**src/rtl/snn_layer_sched_if.sv**
```systemverilog
// Handshake bundle between the SNN layer scheduler and its datapath/memory side.
interface snn_layer_sched_if;
  logic       start;
  logic       memReady;
  logic       layer_done;
  logic       busy;
  logic       data_load;
  logic [1:0] layer_addr;
  logic [2:0] timestep;
  logic       run_start;
  logic       spike_buffer_toggle;
  logic       done;
  logic       err;

  // Requester side: starts inferences, reports cache and datapath status.
  modport master (
    output start, memReady, layer_done,
    input  busy, data_load, layer_addr, timestep, run_start,
           spike_buffer_toggle, done, err
  );

  // Scheduler side.
  modport slave (
    input  start, memReady, layer_done,
    output busy, data_load, layer_addr, timestep, run_start,
           spike_buffer_toggle, done, err
  );
endinterface

```
**src/rtl/snn_layer_sched.sv**
```systemverilog
// Sequences one SNN inference: for each layer, load its weights, then run
// every timestep on the datapath, flipping the ping-pong spike buffer after
// each completed timestep.
//
// state     | meaning
// ----------+---------------------------------------------------------
// IDLE      | waiting for start
// LOAD_REQ  | data_load pulse for layer_addr
// LOAD_WAIT | waiting for memReady, bounded by TIMEOUT cycles
// RUN_REQ   | run_start pulse for (layer_addr, timestep)
// RUN_WAIT  | waiting for layer_done, unbounded
// SWAP      | flip spike buffer, advance timestep / layer
// FIN       | done pulse, then back to IDLE
module snn_layer_sched #(
  parameter int NUM_LAYERS    = 3,
  parameter int NUM_TIMESTEPS = 8,
  parameter int TIMEOUT       = 16
) (
  input  logic              clk,
  input  logic              reset,
  snn_layer_sched_if.slave  bus
);

  localparam int             WCW        = $clog2(TIMEOUT + 1);
  localparam logic [1:0]     LAST_LAYER = 2'(NUM_LAYERS - 1);
  localparam logic [2:0]     LAST_TS    = 3'(NUM_TIMESTEPS - 1);
  localparam logic [WCW-1:0] WAIT_LAST  = WCW'(TIMEOUT - 1);

  typedef enum logic [2:0] {
    IDLE, LOAD_REQ, LOAD_WAIT, RUN_REQ, RUN_WAIT, SWAP, FIN
  } state_t;

  state_t         state;
  logic [WCW-1:0] wait_cnt;
  logic [1:0]     layer_q;
  logic [2:0]     ts_q;
  logic           busy_q;
  logic           data_load_q;
  logic           run_start_q;
  logic           toggle_q;
  logic           done_q;
  logic           err_q;

  // Outputs are set on the transition into the state that owns them, so
  // every pulse lines up with its state and all outputs come from flops.
  always_ff @(posedge clk) begin
    if (!reset) begin
      state       <= IDLE;
      wait_cnt    <= '0;
      layer_q     <= '0;
      ts_q        <= '0;
      busy_q      <= 1'b0;
      data_load_q <= 1'b0;
      run_start_q <= 1'b0;
      toggle_q    <= 1'b0;
      done_q      <= 1'b0;
      err_q       <= 1'b0;
    end else begin
      data_load_q <= 1'b0;
      run_start_q <= 1'b0;
      done_q      <= 1'b0;
      err_q       <= 1'b0;
      case (state)
        IDLE: begin
          if (bus.start) begin
            state       <= LOAD_REQ;
            busy_q      <= 1'b1;
            data_load_q <= 1'b1;
            layer_q     <= '0;
            ts_q        <= '0;
            wait_cnt    <= '0;
          end
        end
        LOAD_REQ: state <= LOAD_WAIT;
        LOAD_WAIT: begin
          // memReady wins on the last allowed cycle; indices hold on timeout.
          if (bus.memReady) begin
            state       <= RUN_REQ;
            run_start_q <= 1'b1;
          end else if (wait_cnt == WAIT_LAST) begin
            state  <= IDLE;
            busy_q <= 1'b0;
            err_q  <= 1'b1;
          end else begin
            wait_cnt <= wait_cnt + 1'b1;
          end
        end
        RUN_REQ: state <= RUN_WAIT;
        RUN_WAIT: begin
          if (bus.layer_done) state <= SWAP;
        end
        SWAP: begin
          toggle_q <= ~toggle_q;
          if (ts_q != LAST_TS) begin
            ts_q        <= ts_q + 1'b1;
            state       <= RUN_REQ;
            run_start_q <= 1'b1;
          end else if (layer_q != LAST_LAYER) begin
            ts_q        <= '0;
            layer_q     <= layer_q + 1'b1;
            wait_cnt    <= '0;
            state       <= LOAD_REQ;
            data_load_q <= 1'b1;
          end else begin
            state  <= FIN;
            done_q <= 1'b1;
          end
        end
        FIN: begin
          state  <= IDLE;
          busy_q <= 1'b0;
        end
        default: begin
          state  <= IDLE;
          busy_q <= 1'b0;
        end
      endcase
    end
  end

  assign bus.busy                = busy_q;
  assign bus.data_load           = data_load_q;
  assign bus.layer_addr          = layer_q;
  assign bus.timestep            = ts_q;
  assign bus.run_start           = run_start_q;
  assign bus.spike_buffer_toggle = toggle_q;
  assign bus.done                = done_q;
  assign bus.err                 = err_q;

endmodule

```
**src/flat_wrapper.sv**
```systemverilog
// flat-port wrapper written by rule: the top's interface ports become plain ports
module snn_layer_sched_flat 
#(
  parameter int NUM_LAYERS    = 3,
  parameter int NUM_TIMESTEPS = 8,
  parameter int TIMEOUT       = 16
)
  (clk, reset, bus_start, bus_memReady, bus_layer_done, bus_busy, bus_data_load, bus_layer_addr, bus_timestep, bus_run_start, bus_spike_buffer_toggle, bus_done, bus_err);
  snn_layer_sched_if bus_i ();
  input  logic clk;
  input  logic reset;
  input wire logic [$bits(bus_i.start)-1:0] bus_start;
  input wire logic [$bits(bus_i.memReady)-1:0] bus_memReady;
  input wire logic [$bits(bus_i.layer_done)-1:0] bus_layer_done;
  output wire logic [$bits(bus_i.busy)-1:0] bus_busy;
  output wire logic [$bits(bus_i.data_load)-1:0] bus_data_load;
  output wire logic [$bits(bus_i.layer_addr)-1:0] bus_layer_addr;
  output wire logic [$bits(bus_i.timestep)-1:0] bus_timestep;
  output wire logic [$bits(bus_i.run_start)-1:0] bus_run_start;
  output wire logic [$bits(bus_i.spike_buffer_toggle)-1:0] bus_spike_buffer_toggle;
  output wire logic [$bits(bus_i.done)-1:0] bus_done;
  output wire logic [$bits(bus_i.err)-1:0] bus_err;
  assign bus_i.start = bus_start;
  assign bus_i.memReady = bus_memReady;
  assign bus_i.layer_done = bus_layer_done;
  assign bus_busy = bus_i.busy;
  assign bus_data_load = bus_i.data_load;
  assign bus_layer_addr = bus_i.layer_addr;
  assign bus_timestep = bus_i.timestep;
  assign bus_run_start = bus_i.run_start;
  assign bus_spike_buffer_toggle = bus_i.spike_buffer_toggle;
  assign bus_done = bus_i.done;
  assign bus_err = bus_i.err;
  snn_layer_sched #(.NUM_LAYERS(NUM_LAYERS), .NUM_TIMESTEPS(NUM_TIMESTEPS), .TIMEOUT(TIMEOUT)) u_core (.clk(clk), .reset(reset), .bus(bus_i));
endmodule
```
**config.mk**
```make
export PLATFORM = sky130hd
export DESIGN_NAME = snn_layer_sched_flat
export DESIGN_NICKNAME = d
export VERILOG_FILES = /design/src/rtl/snn_layer_sched_if.sv /design/src/rtl/snn_layer_sched.sv /design/src/flat_wrapper.sv
export SDC_FILE = /design/constraint.sdc
export NUM_CORES = 1
export LEC_CHECK = 0
export ABC_CLOCK_PERIOD_IN_PS = 2870
export CAP_MARGIN = 15
export CELL_PAD_IN_SITES_DETAIL_PLACEMENT = 0
export CELL_PAD_IN_SITES_GLOBAL_PLACEMENT = 1
export CORE_UTILIZATION = 25
export CTS_CLUSTER_DIAMETER = 120
export CTS_CLUSTER_SIZE = 16
export DETAILED_ROUTE_END_ITERATION = 8
export DONT_BUFFER_PORTS = 1
export HOLD_SLACK_MARGIN = 0.02
export PLACE_DENSITY = 0.44
export RECOVER_POWER = 50
export SYNTH_ARGS = -nofsm -noshare
export SYNTH_HDL_FRONTEND = slang
export SYNTH_SLANG_ARGS = --single-unit
```
**constraint.sdc**
```tcl
create_clock -name clk -period 2.87 [get_ports clk]
set_input_delay 0.861 -clock clk [delete_from_list [all_inputs] [get_ports clk]]
set_output_delay 0.861 -clock clk [all_outputs]
set_load 0.005 [all_outputs]
```
==> results.sh <==
export IMPL_dr_total_vias=775
export IMPL_cts_buffers=3
export IMPL_met1_usage=0.141
export IMPL_post_route_min_period_ns=1.86
export IMPL_die_w_um=66.3
export IMPL_first_pass_iters=4
export IMPL_holdCritPathClass="reg2reg"
export IMPL_post_route_drc_count=0
export IMPL_die_h_um=66.3
export IMPL_min_from="u_core.bus.layer_addr[0]$_SDFFE_PN0P_"
export IMPL_nets=123
export IMPL_fin_setup_tns_ns=0
export IMPL_slowest_delay_ns=0.34
export IMPL_finalHoldViolCount=0
export IMPL_n_antenna_cell=0
export IMPL_syn_nets=123
export IMPL_avgViaCountPerCell=4.81
export IMPL_setup_violations=0
export IMPL_synth_edf_count=0
export IMPL_wl_per_cell_um=13.5
export IMPL_cp_common_cell="ha_1"
export IMPL_cts_setup_buffers=0
export IMPL_area_growth_pct=4.84
export IMPL_synthTopCellsByCount="19 x dfxtp_1, 13 x nand2_1, 6 x a21oi_1, 6 x ha_1, 6 x nor2_1"
export IMPL_dieArea_mm2=0.00440
export IMPL_multi_input_area_um2=582
export IMPL_pre_cts_ws_ns=1.01
export IMPL_cp_max_fo=5
export IMPL_ys_warn_count=0
export IMPL_yosys_top_cells_area="dfxtp_1 37%, ha_1 7.3%, mux2i_1 4.8%, nand2_1 4.7%, a21oi_1 2.9%"
export IMPL_cts_root_buf="clkbuf_8"
export IMPL_dp_hpwl_mm=1.58
export IMPL_place_port_buffers=0
export IMPL_register_area_um2=380
export IMPL_grt_busiest_layer="met2"
export IMPL_async_reset_ff_frac=0
export IMPL_cts_max_path_buffers=2
export IMPL_skew_ns=0.00543
export IMPL_critical_path_class="reg2reg"
export IMPL_p_leak_nw=0.422
export IMPL_synth_area_per_cell_um2=9.24
export IMPL_yosysUniqueCellTypes=42
export IMPL_slowest_stage="dfxtp_1"
export IMPL_crit_buf_inv=0
export IMPL_final_cells=161
export IMPL_path_cells="ha_1 -> and3_1 -> ha_1 -> nor3b_2 -> o21ai_2 -> and3_4 -> a211o_1"
export IMPL_synth_seq_area_share=0.368
export IMPL_drv_slew=0
export IMPL_r2r_start="u_core.wait_cnt[0]$_SDFFE_PN0P_"
export IMPL_cts_sinks=19
export IMPL_worstMarginPinSlew_ns=0.515
export IMPL_globalRouteOverflowTotal=0
export IMPL_dp_cells=157
export IMPL_fmax_ghz=0.537
export IMPL_worst_endpoint_arrival_ns=2.01
export IMPL_ys_flop_type="dfxtp_1"
export IMPL_ctsHoldBuffers=0
export IMPL_pin_count=16
export IMPL_critPathTopFamily="simple AND/OR/NAND/NOR gates"
export IMPL_synth_cells=112
export IMPL_yosys_area_top_type_share=0.368
export IMPL_grtUsageTotal=0.113
export IMPL_drive_gt1_frac=0.117
export IMPL_powerDensity_mw_per_mm2=514
export IMPL_synth_most_common_cell="dfxtp_1"
export IMPL_fill_cells=437
export IMPL_cp_required_ns=3.02
export IMPL_drt_total_wl_mm=2.17
export IMPL_synth_largest_area_cell="dfxtp_1"
export IMPL_worstSetupEndpointType="register"
export IMPL_rsz0062_at_grt="no"
export IMPL_drt_initial_drc_count=27
export IMPL_grt_pass1_wl_mm=3.71
export IMPL_ys_ff_latch=19
export IMPL_path_clk_slew_ns=0.07
export IMPL_routabilityCongestion=0.704
export IMPL_slew_headroom=0.656
export IMPL_period_share=0.649
export IMPL_grt_start_max_net_pins=20
export IMPL_grt_use_met3=0.0466
export IMPL_met2_usage=0.177
export IMPL_drtAntennaViolNets=0
export IMPL_syn_area_mm2=0.00103
export IMPL_crit_start="u_core.wait_cnt[0]$_SDFFE_PN0P_"
export IMPL_cts_htree_levels=1
export IMPL_grt_pass1_vias=769
export IMPL_rows=23
export IMPL_antenna_found_initial=0
export IMPL_drv_cap=0
export IMPL_core_mm2=0.00400
export IMPL_ir_worst_vdd_mv=0.188
export IMPL_fin_ws_ns=1.01
export IMPL_cts_tree="yes"
export IMPL_cts_resized=0
export IMPL_status="finished, final reports clean"
export IMPL_start_util=0.259
export IMPL_crit_path_start_kind="register"
export IMPL_clk_latency_ns=0.25
## power by group
part | internal, mW | total [mW] | leakage (nW) | switching, mW
registers | 0.275 | 0.298 | 0.154 | 0.0228
clock network | 0.0986 | 0.187 | 0.0228 | 0.0886
logic | 0.0360 | 0.0723 | 0.245 | 0.0364
## routing by layer
layer	part of all wire	routed length (um)
met3	0.054	118
met1	0.51	1100
met5	0	0
met2	0.43	935
met4	0.0078	17
## kinds of logic (layout without fill, tap and decap cells)
kind of cell,after synthesis,in the layout,share of synthesized area
mux,5,5,0.0484
fa+ha+maj,6,6,0.0725
buf+inv,9,8,0.0544
flops,19,19,0.368
xor+xnor,1,1,0.00847
compound gates,20,20,0.134
simple gates,52,52,0.314
## through the flow
step / hold slack [ns] / area [um^2] / util / power, mW
2_1_floorplan: 0.449 / 1030 / - / 0.375
3_3_place_gp: 0.481 / 1060 / 0.264 / 0.381
3_5_place_dp: 0.487 / 1060 / 0.264 / 0.381
4_1_cts: 0.498 / 1100 / 0.275 / 0.576
5_1_grt: 0.517 / 1080 / 0.271 / 0.591
6_report: 0.496 / 1080 / 0.271 / 0.557
## final cells by class
class	count	area share
well taps	50	0.0577
multi-input cells	84	0.536
inverters	4	0.0138
clock buffers	4	0.0415
flip-flops and latches	19	0.351
## cells in the final DEF (no fill, tap or decap), drive strengths merged
cell type / n
o21ai: 4
inv: 4
ha: 6
nand4b: 1
nand2: 14
nand4: 3
nand3b: 1
a21o: 2
o211ai: 1
clkbuf: 4
nand2b: 2
o221a: 1
xnor2: 1
or2b: 1
a21oi: 7
nor3: 1
a31oi: 1
nor3b: 4
or3: 1
or2: 1
mux2i: 5
and2: 4
a211o: 1
and2b: 2
a22oi: 1
nor2b: 3
dfxtp: 19
nor2: 6
and3: 2
and4bb: 1
o31ai: 2
nand3: 5
## sequential cells by signal (all words and copies together), names as in the netlist
register	count
u_core.bus.run_start	1
u_core.bus.busy	1
u_core.bus.done	1
u_core.state	3
u_core.bus.spike_buffer_toggle	1
u_core.bus.err	1
u_core.wait_cnt	5
u_core.bus.timestep	3
u_core.bus.data_load	1
u_core.bus.layer_addr	2
## worst reg2reg max path: cells and delay by family, from the launching register on
family | cells | cell delay [ns]
simple gates | 3 | 0.58
flops | 1 | 0.34
compound gates | 2 | 0.40
fa+ha+maj | 2 | 0.46
## worst paths after layout
check,end,slack [ns],cells after the start
hold / removal,u_core.bus.layer_addr[0]$_SDFFE_PN0P_,0.50,2
setup / recovery,u_core.wait_cnt[2]$_SDFFE_PN0P_,1.01,7
hold reg to reg,u_core.bus.layer_addr[0]$_SDFFE_PN0P_,0.50,2
setup reg to reg,u_core.wait_cnt[2]$_SDFFE_PN0P_,1.01,7
No activity file was read; power rests on OpenSTA's default activity.
